===== src/rtl/alu_pkg.sv =====
// alu_pkg: operation codes, FSM state type and shift-op helper shared by the ALU execution unit
package alu_pkg;
  localparam logic [3:0] ALU_AND = 4'b0000;
  localparam logic [3:0] ALU_OR  = 4'b0001;
  localparam logic [3:0] ALU_ADD = 4'b0010;
  localparam logic [3:0] ALU_SLL = 4'b0011;
  localparam logic [3:0] ALU_SRL = 4'b0100;
  localparam logic [3:0] ALU_SRA = 4'b0101;
  localparam logic [3:0] ALU_SUB = 4'b0110;
  localparam logic [3:0] ALU_SLT = 4'b0111;
  typedef enum logic [1:0] {IDLE, SHIFT, DONE} state_t;
  function automatic logic is_shift(input logic [3:0] code);
    return code == ALU_SLL || code == ALU_SRL || code == ALU_SRA;
  endfunction
endpackage


===== src/rtl/alu_core.sv =====
// alu_core: combinational single-cycle ops; ports code/a/b in, y out; unknown and shift codes fall back to add
module alu_core
  import alu_pkg::*;
(
  input  logic [3:0]  code,
  input  logic [31:0] a,
  input  logic [31:0] b,
  output logic [31:0] y
);
  always_comb
    y = code == ALU_AND ? a & b :
        code == ALU_OR  ? a | b :
        code == ALU_SUB ? a - b :
        code == ALU_SLT ? {31'd0, $signed(a) < $signed(b)} :
                          a + b;
endmodule


===== src/rtl/alu_exec_unit.sv =====
// alu_exec_unit: valid/ready ALU with bit-serial shifter; ports clk, reset, in_valid/in_ready/alu_control/src_a/src_b in, out_valid/out_ready/result/zero out
module alu_exec_unit
  import alu_pkg::*;
(
  input  logic        clk,
  input  logic        reset,
  input  logic        in_valid,
  output logic        in_ready,
  input  logic [3:0]  alu_control,
  input  logic [31:0] src_a,
  input  logic [31:0] src_b,
  output logic        out_valid,
  input  logic        out_ready,
  output logic [31:0] result,
  output logic        zero
);
  state_t      state;
  logic [3:0]  op;
  logic [4:0]  cnt;
  logic [31:0] core_y;
  logic [31:0] step;
  alu_core u_core (.code(alu_control), .a(src_a), .b(src_b), .y(core_y));
  assign in_ready  = state == IDLE;
  assign out_valid = state == DONE;
  // result doubles as the shift register while in SHIFT; it is only presented in DONE
  always_comb
    step = op == ALU_SLL ? result << 1 :
           op == ALU_SRA ? {result[31], result[31:1]} :
                           result >> 1;
  always_ff @(posedge clk or posedge reset) begin
    if (reset) begin
      state  <= IDLE;
      op     <= ALU_AND;
      cnt    <= 5'd0;
      result <= 32'd0;
      zero   <= 1'b1;
    end else begin
      case (state)
        IDLE: if (in_valid) begin
          op <= alu_control;
          if (is_shift(alu_control)) begin
            result <= src_a;
            zero   <= src_a == 32'd0;
            cnt    <= src_b[4:0];
            state  <= src_b[4:0] == 5'd0 ? DONE : SHIFT;
          end else begin
            result <= core_y;
            zero   <= core_y == 32'd0;
            state  <= DONE;
          end
        end
        SHIFT: begin
          result <= step;
          zero   <= step == 32'd0;
          cnt    <= cnt - 5'd1;
          if (cnt == 5'd1) state <= DONE;
        end
        DONE: if (out_ready) state <= IDLE;
        default: state <= IDLE;
      endcase
    end
  end
endmodule


===== config.mk =====
export PLATFORM = sky130hd
export DESIGN_NAME = alu_exec_unit
export DESIGN_NICKNAME = d
export VERILOG_FILES = /design/src/rtl/alu_pkg.sv /design/src/rtl/alu_core.sv /design/src/rtl/alu_exec_unit.sv
export SDC_FILE = /design/constraint.sdc
export NUM_CORES = 1
export LEC_CHECK = 0
export CELL_PAD_IN_SITES_DETAIL_PLACEMENT = 1
export CELL_PAD_IN_SITES_GLOBAL_PLACEMENT = 1
export CORE_UTILIZATION = 30
export CTS_CLUSTER_SIZE = 28
export DETAILED_ROUTE_END_ITERATION = 10
export GPL_TIMING_DRIVEN = 0
export PLACE_DENSITY_LB_ADDON = 0.1
export SYNTH_ARGS = -nofsm -noshare
export SYNTH_HDL_FRONTEND = slang
export SYNTH_SLANG_ARGS = --single-unit

===== constraint.sdc =====
create_clock -name clk -period 3.5 [get_ports clk]
set_input_delay 0.35 -clock clk [delete_from_list [all_inputs] [get_ports clk]]
set_output_delay 0.35 -clock clk [all_outputs]
set_load 0.03 [all_outputs]

## Word level (Yosys, flattened, before mapping)

Cells that the tools add are included.

- Word-level logic and storage cells: 60
- Register bits after elaboration: 44

- Bitwise operators: 2
- $lt $le $gt $ge: 1
- Reductions and logical operators: 13
- Eq/ne operators: 15
- Add/sub/neg operators: 3
- Multiplexer cells: 21

Operators by type and width:

| kind | number |
|---|---|
| 2-to-1 mux 32 bit | 8 |
| logical NOT 32 bit | 3 |
| case mux 32 bit (2 select lines) | 1 |
| adder 32 bit | 1 |
| AND 32 bit | 1 |
| < comparator 32 bit | 1 |
| bitwise OR 32 bit | 1 |
| subtractor 32 bit | 1 |
| == test 4 x 3 -> 1 bit (second input constant) | 5 |
| 2-to-1 mux 2 bit | 5 |
| 2-to-1 mux 5 bit | 2 |
| case mux 5 bit (2 select lines) | 1 |
| == test 4 x 2 -> 1 bit (second input constant) | 2 |
| case mux 2 bit (3 select lines) | 1 |
| AND reduction 3 bit | 2 |
| == test 5 x 1 -> 1 bit (second input constant) | 1 |
| logical NOT 5 bit | 1 |
| subtractor 5 x 1 -> 5 bit (second input constant) | 1 |
| == test 4 x 1 -> 1 bit (second input constant) | 1 |
| logical NOT 4 bit | 1 |
| inequality test 2 x 1 -> 1 bit (second input constant) | 2 |
| inequality test 2 bit (second input constant) | 2 |
| AND reduction 2 bit | 2 |
| == test 2 x 1 -> 1 bit (second input constant) | 1 |
| other kinds (6) | 8 |

## Logic depth before layout (Yosys ltp)

Gate-level depths: netlist of run 1.

- Depth in word-level cells: 9
- Depth in mapped cells: 15

## By module

From an unflattened synthesis of run 1, not the netlist that was laid out.

- Cells, all modules: 1,162
- Area total of the unflattened synthesis: 8,147.8 um^2

Modules (own cells, without submodules):

| module | cells an instance | sequential area each (um^2) | area an instance (um^2) | times used |
|---|---|---|---|---|
| alu_core | 791 | 0.0 | 5,154.9 | 1 |
| alu_exec_unit | 371 | 1,102.3 | 2,992.9 | 1 |

## Worst setup path before layout of run 1

Ideal clock, no wire load.

- Path kind: input to register
- Start point: input port src_a[0]
- End point: register zero
- Data required time: 3.411 ns
- Stages: 15
- Setup time: 0.089 ns
- Data arrival time: 3.160 ns
- Slack: 0.251 ns
- Path through: inv_1 > ha_1 > inv_1 > fa_1 > nand2b_1 > a211oi_2 > and3_4 > o31ai_2 > a2111oi_2 > nor2_1 > a221o_1 > a21oi_2 > o211ai_1 > or4_1 > o32ai_2

- Cells in the longest elaborated chain, start to end: 9
- Elaborated cells between the ends (all ways): 14
- Classes of those cells: 2 x add/sub; 1 x order compare; 7 x mux; 2 x bitwise; 2 x reduce/logical

RTL lines:

| what | line | source |
|---|---|---|
| start, declared | alu_exec_unit.sv:10 | `input logic [31:0] src_a,` |
| adder 32 bit / < comparator 32 bit (equally long branches) | alu_core.sv:15, alu_core.sv:14 |  |
| 2-to-1 mux 32 bit | alu_core.sv:14 | `code == ALU_SLT ? {31'd0, $signed(a) < $signed(b)} :` |
| 2-to-1 mux 32 bit | alu_core.sv:13 | `code == ALU_SUB ? a - b :` |
| 2-to-1 mux 32 bit | alu_core.sv:12 | `code == ALU_OR ? a \| b :` |
| 2-to-1 mux 32 bit | alu_core.sv:11 | `y = code == ALU_AND ? a & b :` |
| logical NOT 32 bit | alu_exec_unit.sv:48 | `zero <= core_y == 32'd0;` |
| 2-to-1 mux 1 bit * | alu_exec_unit.sv:41 | `if (is_shift(alu_control)) begin` |
| 2-to-1 mux 1 bit * | alu_exec_unit.sv:39 | `IDLE: if (in_valid) begin` |
| case mux 1 bit (2 select lines) * | alu_exec_unit.sv:38 | `case (state)` |
| end signal, assigned | alu_exec_unit.sv:36 | `zero <= 1'b1;` |
| end signal, assigned | alu_exec_unit.sv:43 | `zero <= src_a == 32'd0;` |
| end signal, assigned | alu_exec_unit.sv:48 |  |
| end, declared | alu_exec_unit.sv:15 | `output logic zero` |

Every way passes the cells marked *; elsewhere a longest branch is shown, timed or not. The select of a mux whose other input is x is not followed.
A chain may end at the register's enable or synchronous reset.

## Worst setup path after layout of run 1

- Start point: input port src_a[11]
- End point: register zero

The elaborated chain is that of the path after synthesis.

==> impl_metrics.yaml, run 1 <==
critical_path:
  cp_num_buf_inv: 5
  crit_chain: "clkbuf_4 > inv_1 > ha_1 > buf_6 > buf_4 > a21oi_2 > o31ai_2 > o32a_1 > a311o_1 > buf_4 > a21oi_1 > mux2i_1 > a21oi_2 > o211ai_1 > or4_4 > o32ai_2"
  r2r_start: "state[1]"
  reg2regPathDepth: 12
  critPathKind: "input port to flip-flop"
  reg2reg_slack_ns: 0.23
  endpoint_kind: "flip-flop"
  arrival_ns: 3.74
  slowest_stage: "or4_4"
  critPathRequiredTime_ns: 3.70
  r2r_end: "zero"
  cp_top_family: "compound AO/OA/AOI/OAI gates"
  critical_path.startpoint_type: "input port"
  cpPeakStageDelay_ns: 0.43
  path_max_fanout: 7
  cp.depth: 16
routing:
  viasPerCell: 6.01
  drtAntennaViolNets: 0
  wl_per_cell_um: 25.3
  drtIter0Drc: 703
  dr.pass1.iters: 5
  drc: 0
  totalWireLength_um: 43900
  vias: 10450
timing:
  hold_violations: 0
  fin_hold_ws_ns: 0.265
  min_period_ns: 3.54
  fin_worst_skew_ns: 0.00420
  finalSetupViolCount: 1
  worst_slack_ns: -0.0425
  fin_crit_sh: 1.01
  tightestPinTransition_ns: 0.868
  max_clock_freq_mhz: 282
  report.final.slew_viol_count: 0
  rsz0062_at_grt: "true"
  relSlewSlack: 0.421
cells_and_area:
  n_antenna_cell: 0
  final_nets: 1546
  instances_no_fill: 1738
  final_util: 0.428
  drive_above_1_share: 0.245
  area_growth_pct: 38.7
floorplan:
  die_h_um: 169
  die_area_um2: 28600
  initial_core_util: 0.309
  core_area_um2: 27200
  ioPinCount: 107
  die_w_um: 169
  row_count: 60
yosys:
  syn_inst: 1185
  async_reset_ff_frac: 1.00
  yosysTopAreaCell: "ha_1"
  synth_top_area_frac: 0.158
  ys.warnings.count: 0
  ys_seq_area_frac: 0.131
  synthTopCellsByArea: "ha_1, dfrtp_1, a21oi_1, nor2_1, o21ai_0"
  synth_seq_cells: 44
  synth_edf_count: 0
  syn_area_um2: 8390
  synthFlopType: "dfrtp_1"
  yosys.cell_types.count: 95
  synthesis.nets: 1365
  syn_area_per_cell_um2: 7.08
placed_design:
  pre_cts_ws_ns: -1.84
  dp_hpwl_um: 33800
  dp.cells: 1664
  place_congestion: 0.915
  port_buffers: 106
run_status:
  status: "complete, but fails checks"
  violations: "setup timing"
clock_tree:
  htreeDepth: 2
  clkTransAtPathRegs_ns: 0.06
  numCtsBuffers: 5
  cts_buffer_depth: 2
  cts_tree: "done"
  cts_root_buf: "clkbuf_16"
  clock_latency_ns: 0.29
  cts_sinks: 44
grt:
  overflow: 0
  grt_use_total: 0.298
  grt_max_degree: 40
  grt_pass1_vias: 10345
  antenna_found_initial: 1
  grt_pass1_wl_um: 64800
power:
  internal-power_w: 0.00242
  switchingPower_w: 0.00263
  p_leak_nw: 4.69
  switching_share: 0.521
  p_per_area_nw_per_um2: 434
  comb_power_share: 0.677
  power.total_w: 0.00505
  sequentialPowerShare: 0.225
  power.share.clock: 0.099
  ir_worst_vdd_mv: 0.275
min_path:
  hold_class: "input port to asynchronous set/reset pin"
flow_run:
  cap_violations: 0
-- flip-flops by register name, summed over array words and instances (netlist names) --
signal and cells:
result 32, cnt 5, op 4, state 2, zero 1
-- cells in the final DEF, fill, tap and decap left out, types with 8 or more instances in the layout --
cell and n:
ha_1 83, o21a_1 8, a21oi_1 95, clkdlybuf4s50_1 62
nand4_1 20, clkbuf_1 27, a31oi_1 14, dlygate4sd2_1 10
o21ai_0 82, nand2_1 101, nor4_1 22, nand2b_1 8
a21oi_2 21, o221ai_1 33, clkbuf_2 26, ha_4 17
nor2b_1 13, clkbuf_4 10, dfrtp_1 43, nand3b_1 9
a221o_1 10, nor2_1 116, buf_4 80, o31ai_1 8
nand3_1 10, a21o_1 8, inv_2 24, inv_1 64
nor3_1 20, xnor2_1 14, o211ai_1 17, mux2i_1 33
buf_6 8
-- cells in the mapped netlist (9+ instances only) --
master	number
nand2b_1	9
clkbuf_1	53
a21oi_1	117
o21a_1	9
mux2i_1	33
nor2b_1	16
ha_1	106
a211oi_1	10
a221o_1	10
o21ai_0	90
nor3_1	25
o31ai_1	11
dfrtp_1	43
nor2_1	126
xnor2_1	14
nand3b_1	9
nor4_1	27
nand2_1	109
a31oi_1	15
inv_1	90
o221ai_1	34
nand3_1	11
buf_2	9
nand4_1	20
o211ai_1	17
-- what timing repair did --
action / CTS / global route
setup buffers: 44 / 29
pin swaps: 57 / 50
endpoints found under the setup margin: 27 / 12
resized for setup: 322 / 102
hold buffers: 0 / 0
-- power by group through the flow --
stage               clock network (W)  registers, W  logic (W)
floorplan                           0       0.00135    0.00154
global placement                    0       0.00113    0.00298
detailed placement                  0       0.00114    0.00302
CTS                          0.000501       0.00113    0.00327
global route                 0.000527       0.00117    0.00364
finish                       0.000498       0.00113    0.00342
-- worst max-delay path by stage --
stage	from	end
2_1_floorplan	src_a[0]	zero
3_3_place_gp	src_a[1]	zero
3_5_place_dp	src_a[1]	zero
4_1_cts	src_b[7]	zero
5_1_grt	src_b[17]	zero
6_report	src_a[11]	zero
-- stage by stage --
step | area (um2) | TNS [ns]
after floorplan | 8390 | 0
after global placement | 9910 | -26.72
after global routing | 11600 | -0.207
final | 11600 | -0.0425
after detailed placement | 9930 | -27.19
after CTS | 11200 | 0
-- layout make-up --
type,count,area [um2]
Tap cell,372,465
Timing Repair Buffer,179,1510
Fill cell,3372,15500
Sequential cell,44,1100
Multi-Input combinational cell,974,7630
Buffer,65,378
Inverter,97,393
Clock buffer,7,153
-- routing by layer --
layer	routed length, um	part of all wire	vias to the layer above	track usage
met5	19	0.00043	-	0
met1	19600	0.45	5269	0.406
li1	-	-	4732	-
met2	20600	0.47	370	0.492
met4	1440	0.033	2	0.0932
met3	2340	0.053	77	0.0331
-- cell families after synthesis --
group,share of synthesized area
compound gates,0.344
simple gates,0.221
buf+inv,0.0785
fa+ha+maj,0.163
flops,0.131
mux,0.0448
xor+xnor,0.0178
Power figures use the tool's default switching activity.
==> run 2: changes to the inputs <==
- TNS_END_PERCENT: unset -> 5
==> run 2 against run 1 <==
The flow still finishes with violations (setup timing); sequential power about the same; sequential cell count unchanged; core utilization about the same; critical endpoint unchanged.
==> impl_metrics.yaml, run 2 (same netlist as run 1, synthesis figures left out) <==
cells_and_area:
  largest_reg_flops: 32
  area_growth_pct: 38.7
  top_register: "result"
  n_antenna_cell: 0
  drive_above_1_share: 0.245
  mostFrequentLayoutCells: "nor2_1, nand2_1, a21oi_1"
  instances_no_fill: 1738
  mostFrequentLayoutCell: "nor2_1"
  final_nets: 1546
  reg_top3: "result x32, cnt x5, op x4"
routing:
  totalWireLength_um: 44000
  drtAntennaViolNets: 0
  viasPerCell: 5.99
  dr.pass1.iters: 7
  wl_per_cell_um: 25.3
  vias: 10416
  drtIter0Drc: 765
  drc: 0
timing:
  min_period_ns: 3.54
  max_clock_freq_mhz: 282
  fin_worst_skew_ns: 0.00408
  hold_violations: 0
  fin_tns_setup_ns: -0.0430
  report.final.slew_viol_count: 0
  rsz0062_at_grt: "true"
  fin_crit_sh: 1.01
  worst_slack_ns: -0.0430
  relSlewSlack: 0.416
  tightestPinTransition_ns: 0.875
  finalSetupViolCount: 1
clock_tree:
  htreeDepth: 2
  clock_latency_ns: 0.29
  numCtsBuffers: 5
  cts_tree: "done"
  cts_root_buf: "clkbuf_16"
  cts_sinks: 44
  clkTransAtPathRegs_ns: 0.06
  cts_buffer_depth: 2
floorplan:
  ioPinCount: 107
  initial_core_util: 0.309
  core_area_um2: 27200
  die_h_um: 169
  row_count: 60
  die_area_um2: 28600
  die_w_um: 169
grt:
  grt_pass1_wl_um: 64800
  overflow: 0
  grt_use_total: 0.298
  grt_pass1_vias: 10345
  antenna_found_initial: 1
  grt_max_degree: 40
critical_path:
  endpoint_kind: "flip-flop"
  reg2regPathDepth: 12
  slowest_stage: "or4_4"
  path_max_fanout: 7
  crit_chain: "clkbuf_4 > inv_1 > ha_1 > buf_6 > buf_4 > a21oi_2 > o31ai_2 > o32a_1 > a311o_1 > buf_4 > a21oi_1 > mux2i_1 > a21oi_2 > o211ai_1 > or4_4 > o32ai_2"
  cpPeakStageDelay_ns: 0.44
  critPathRequiredTime_ns: 3.70
  critical_path.startpoint_type: "input port"
  critPathKind: "input port to flip-flop"
  arrival_ns: 3.74
power:
  comb_power_share: 0.677
  switching_share: 0.521
  sequentialPowerShare: 0.225
  switchingPower_w: 0.00263
  power.share.clock: 0.099
  internal-power_w: 0.00242
  power.total_w: 0.00505
  p_per_area_nw_per_um2: 434
  ir_worst_vdd_mv: 0.276
  p_leak_nw: 4.69
placed_design:
  port_buffers: 106
  place_congestion: 0.915
  dp_hpwl_um: 33800
  dp.cells: 1664
run_status:
  violations: "setup timing"
  status: "complete, but fails checks"
flow_run:
  cap_violations: 0
min_path:
  hold_class: "input port to asynchronous set/reset pin"
run 2: what timing repair did:
item,4_1_cts,5_1_grt
pin swaps,57,50
setup endpoints to repair,27,12
gates resized for setup,322,103
endpoints found under the hold margin,0,0
setup buffers,44,29
hold buffers,0,0
run 2: per-layer routing:
metal  share of wire  GRT usage  wire, um
met5         0.00043          0        19
met4           0.033     0.0932      1460
met3           0.055     0.0331      2420
met2            0.47      0.492     20500
met1            0.45      0.406     19600
run 2: worst max-delay path: cells and delay by family:
kind | cells | cell delay, ns
mux | 1 | 0.12
buf+inv | 5 | 0.72
compound gates | 8 | 1.80
simple gates | 1 | 0.44
fa+ha+maj | 1 | 0.30
run 2: final cells by class:
type                    count  area [um2]
fillers                  3372       15500
multi-input cells         974        7630
repair buffers            179        1510
flip-flops and latches     44        1100
well taps                 372         465
inverters                  97         393
plain buffers              65         378
clock buffers               7         153
run 2: per-stage QoR:
stage	hold WS (ns)	area, um2	setup slack [ns]	util
after global routing	0.277	11600	-0.120	0.428
after CTS	0.267	11200	0.00355	0.413
after floorplan	0.459	8390	0.251	-
after global placement	0.495	9910	-1.87	0.365
after detailed placement	0.500	9930	-1.84	0.365
final	0.264	11600	-0.0430	0.428
run 2: worst paths after layout:
kind                                start    endpoint  slack, ns
min in group clk                 src_b[1]      cnt[1]       0.44
worst min-delay path                reset  result[22]       0.26
max in group asynchronous           reset        zero       2.72
worst min register to register      op[1]       op[1]       0.53
worst max register to register   state[1]        zero       0.26
worst max-delay path            src_a[11]        zero      -0.04
run 2: power by group through the flow:
stage / combinational, W / clock [W] / sequential (W)
finish: 0.00342 / 0.000498 / 0.00113
global route: 0.00365 / 0.000527 / 0.00117
CTS: 0.00327 / 0.000501 / 0.00113
detailed placement: 0.00302 / 0 / 0.00114
global placement: 0.00298 / 0 / 0.00113
floorplan: 0.00154 / 0 / 0.00135
==> run 3: changes to the inputs <==
- CELL_PAD_IN_SITES_DETAIL_PLACEMENT: 1 -> unset
- CELL_PAD_IN_SITES_GLOBAL_PLACEMENT: 1 -> unset
- PLACE_DENSITY_LB_ADDON: 0.1 -> unset
==> run 3 against run 2 <==
The run now ends clean; critical path depth is 2 lower; total power is 1.3% lower; sequential share of layout area is 0.14 points lower; fmax is 1.9% higher; sequential power hardly changed; final cell count is 0.98% higher; core utilization is 0.66 points higher.
==> impl_metrics.yaml, run 3 (same netlist as run 1, synthesis figures left out) <==
timing:
  fin_worst_skew_ns: 0.00251
  fin_tns_setup_ns: 0
  min_period_ns: 3.48
  worst_slack_ns: 0.0218
  max_clock_freq_mhz: 288
  report.final.slew_viol_count: 0
  fin_hold_ws_ns: 0.274
  fin_crit_sh: 0.994
  hold_violations: 0
  tightestPinTransition_ns: 0.797
  relSlewSlack: 0.465
  finalSetupViolCount: 0
cells_and_area:
  n_antenna_cell: 0
  multiInputGateArea_um2: 7630
  area_growth_pct: 40.8
  largest_reg_flops: 32
  top_register: "result"
  seq_area_um2: 1100
  n_fill_cell: 2745
  mostFrequentLayoutCell: "nor2_1"
  mostFrequentLayoutCells: "nor2_1, nand2_1, a21oi_1"
  final_nets: 1562
  reg_top3: "result x32, cnt x5, op x4"
  drive_above_1_share: 0.258
  design_area_um2: 11800
run_status:
  status: "complete, no violations"
clock_tree:
  htreeDepth: 2
  cts_buffer_depth: 2
  cts_tree: "done"
  cts_root_buf: "clkbuf_16"
  clkTransAtPathRegs_ns: 0.06
  cts_sinks: 44
  numCtsBuffers: 5
  clock_latency_ns: 0.29
critical_path:
  slowest_stage: "a311o_2"
  path_max_fanout: 5
  endpoint_kind: "flip-flop"
  cpPeakStageDelay_ns: 0.45
  crit_chain: "buf_4 > ha_2 > or2_4 > o21ai_4 > a31oi_4 > o32a_1 > a311o_2 > buf_4 > a221o_1 > a22oi_2 > nand4_1 > nor4_4 > nand4_1 > o32ai_2"
  cp_top_family: "compound AO/OA/AOI/OAI gates"
  cp_num_buf_inv: 2
  critPathRequiredTime_ns: 3.71
  critPathKind: "input port to flip-flop"
  critical_path.startpoint_type: "input port"
  arrival_ns: 3.69
routing:
  wl_per_cell_um: 23.0
  wl_met1_um: 16700
  drtIter0Drc: 1603
  vias: 10776
  drc: 0
  route.met3.wl_um: 3790
  viasPerCell: 6.14
  dr.pass1.iters: 7
  top_layer: "met4"
  totalWireLength_um: 40300
  wl_met2_um: 17900
  drtAntennaViolNets: 0
power:
  p_per_area_nw_per_um2: 422
  p_leak_nw: 4.83
  ir_worst_vdd_mv: 0.250
floorplan:
  die_area_um2: 28600
  row_count: 60
  core_area_um2: 27200
  die_h_um: 169
  ioPinCount: 107
  die_w_um: 169
  initial_core_util: 0.309
placed_design:
  port_buffers: 106
  pre_cts_ws_ns: -1.60
  dp_hpwl_um: 29900
  placed_area_um2: 9930
  place_congestion: 0.991
grt:
  antenna_found_initial: 0
  grt_pass1_wl_um: 59200
  grt_pass1_vias: 9948
  grt_use_total: 0.267
  grt_max_degree: 40
  overflow: 0
min_path:
  hold_class: "input port to asynchronous set/reset pin"
flow_run:
  cap_violations: 0
run 3: cell count changes in the layout (fill, tap and decap cells not counted), sizes merged:
cell and delta:
clkinvlp -1, dlygate4sd2 -2, buf +23, dlymetal6s2s +6, clkbuf -1, clkdlybuf4s50 -6, clkdlybuf4s15 -3, inv +1
run 3: path summary, 6_finish.rpt:
check	to	from	depth (start not counted)	slack, ns
setup / recovery	zero	src_a[2]	14	0.02
hold reg to reg	op[3]	op[3]	2	0.52
min in group clk	cnt[0]	src_b[0]	3	0.40
setup reg to reg	zero	state[1]	11	0.27
max in group asynchronous	zero	reset	3	2.72
hold / removal	state[1]	reset	2	0.27
run 3: layout make-up:
type	count	area share
inverters	97	0.0336
well taps	372	0.0394
clock buffers	8	0.0124
plain buffers	63	0.0320
flip-flops and latches	44	0.0933
repair buffers	197	0.143
multi-input cells	974	0.646
run 3: worst register-to-register path, cell delays in order (launching register included):
cell and delay (ns):
dfrtp_1 0.43, nand2b_2 0.35, nor3_1 0.19, nand4_1 0.17, nor4_2 0.32, and3_1 0.24
o22ai_1 0.16, nor4_2 0.35, nand4b_1 0.20, nor4_4 0.33, nand4_1 0.19, o32ai_2 0.22
run 3: per-stage QoR:
stage,utilization,power [W],instances
floorplan,-,0.00289,1185
global placement,0.365,0.00402,1663
detailed placement,0.365,0.00405,1664
CTS,0.414,0.00478,1725
global route,0.435,0.00526,1755
finish,0.435,0.00498,1755
run 3: routing by layer:
layer | vias up | track usage
li1 | 4770 | -
met1 | 5173 | 0.358
met4 | 0 | 0.114
met5 | - | 0
met2 | 688 | 0.433
met3 | 145 | 0.0296
run 3: repair_timing:
item | in CTS | in global routing
setup buffers | 57 | 33
hold endpoints to repair | 0 | 0
pin swaps | 58 | 57
hold buffers | 0 | 0
endpoints found under the setup margin | 27 | 11
gates resized for setup | 312 | 166
run 3: power by group:
group          total, W  internal [W]  leakage, nW  switching, W
Combinational   0.00339       0.00138         4.22       0.00201
Sequential      0.00112      0.000758        0.542      0.000359
Clock          0.000477      0.000285       0.0712      0.000192
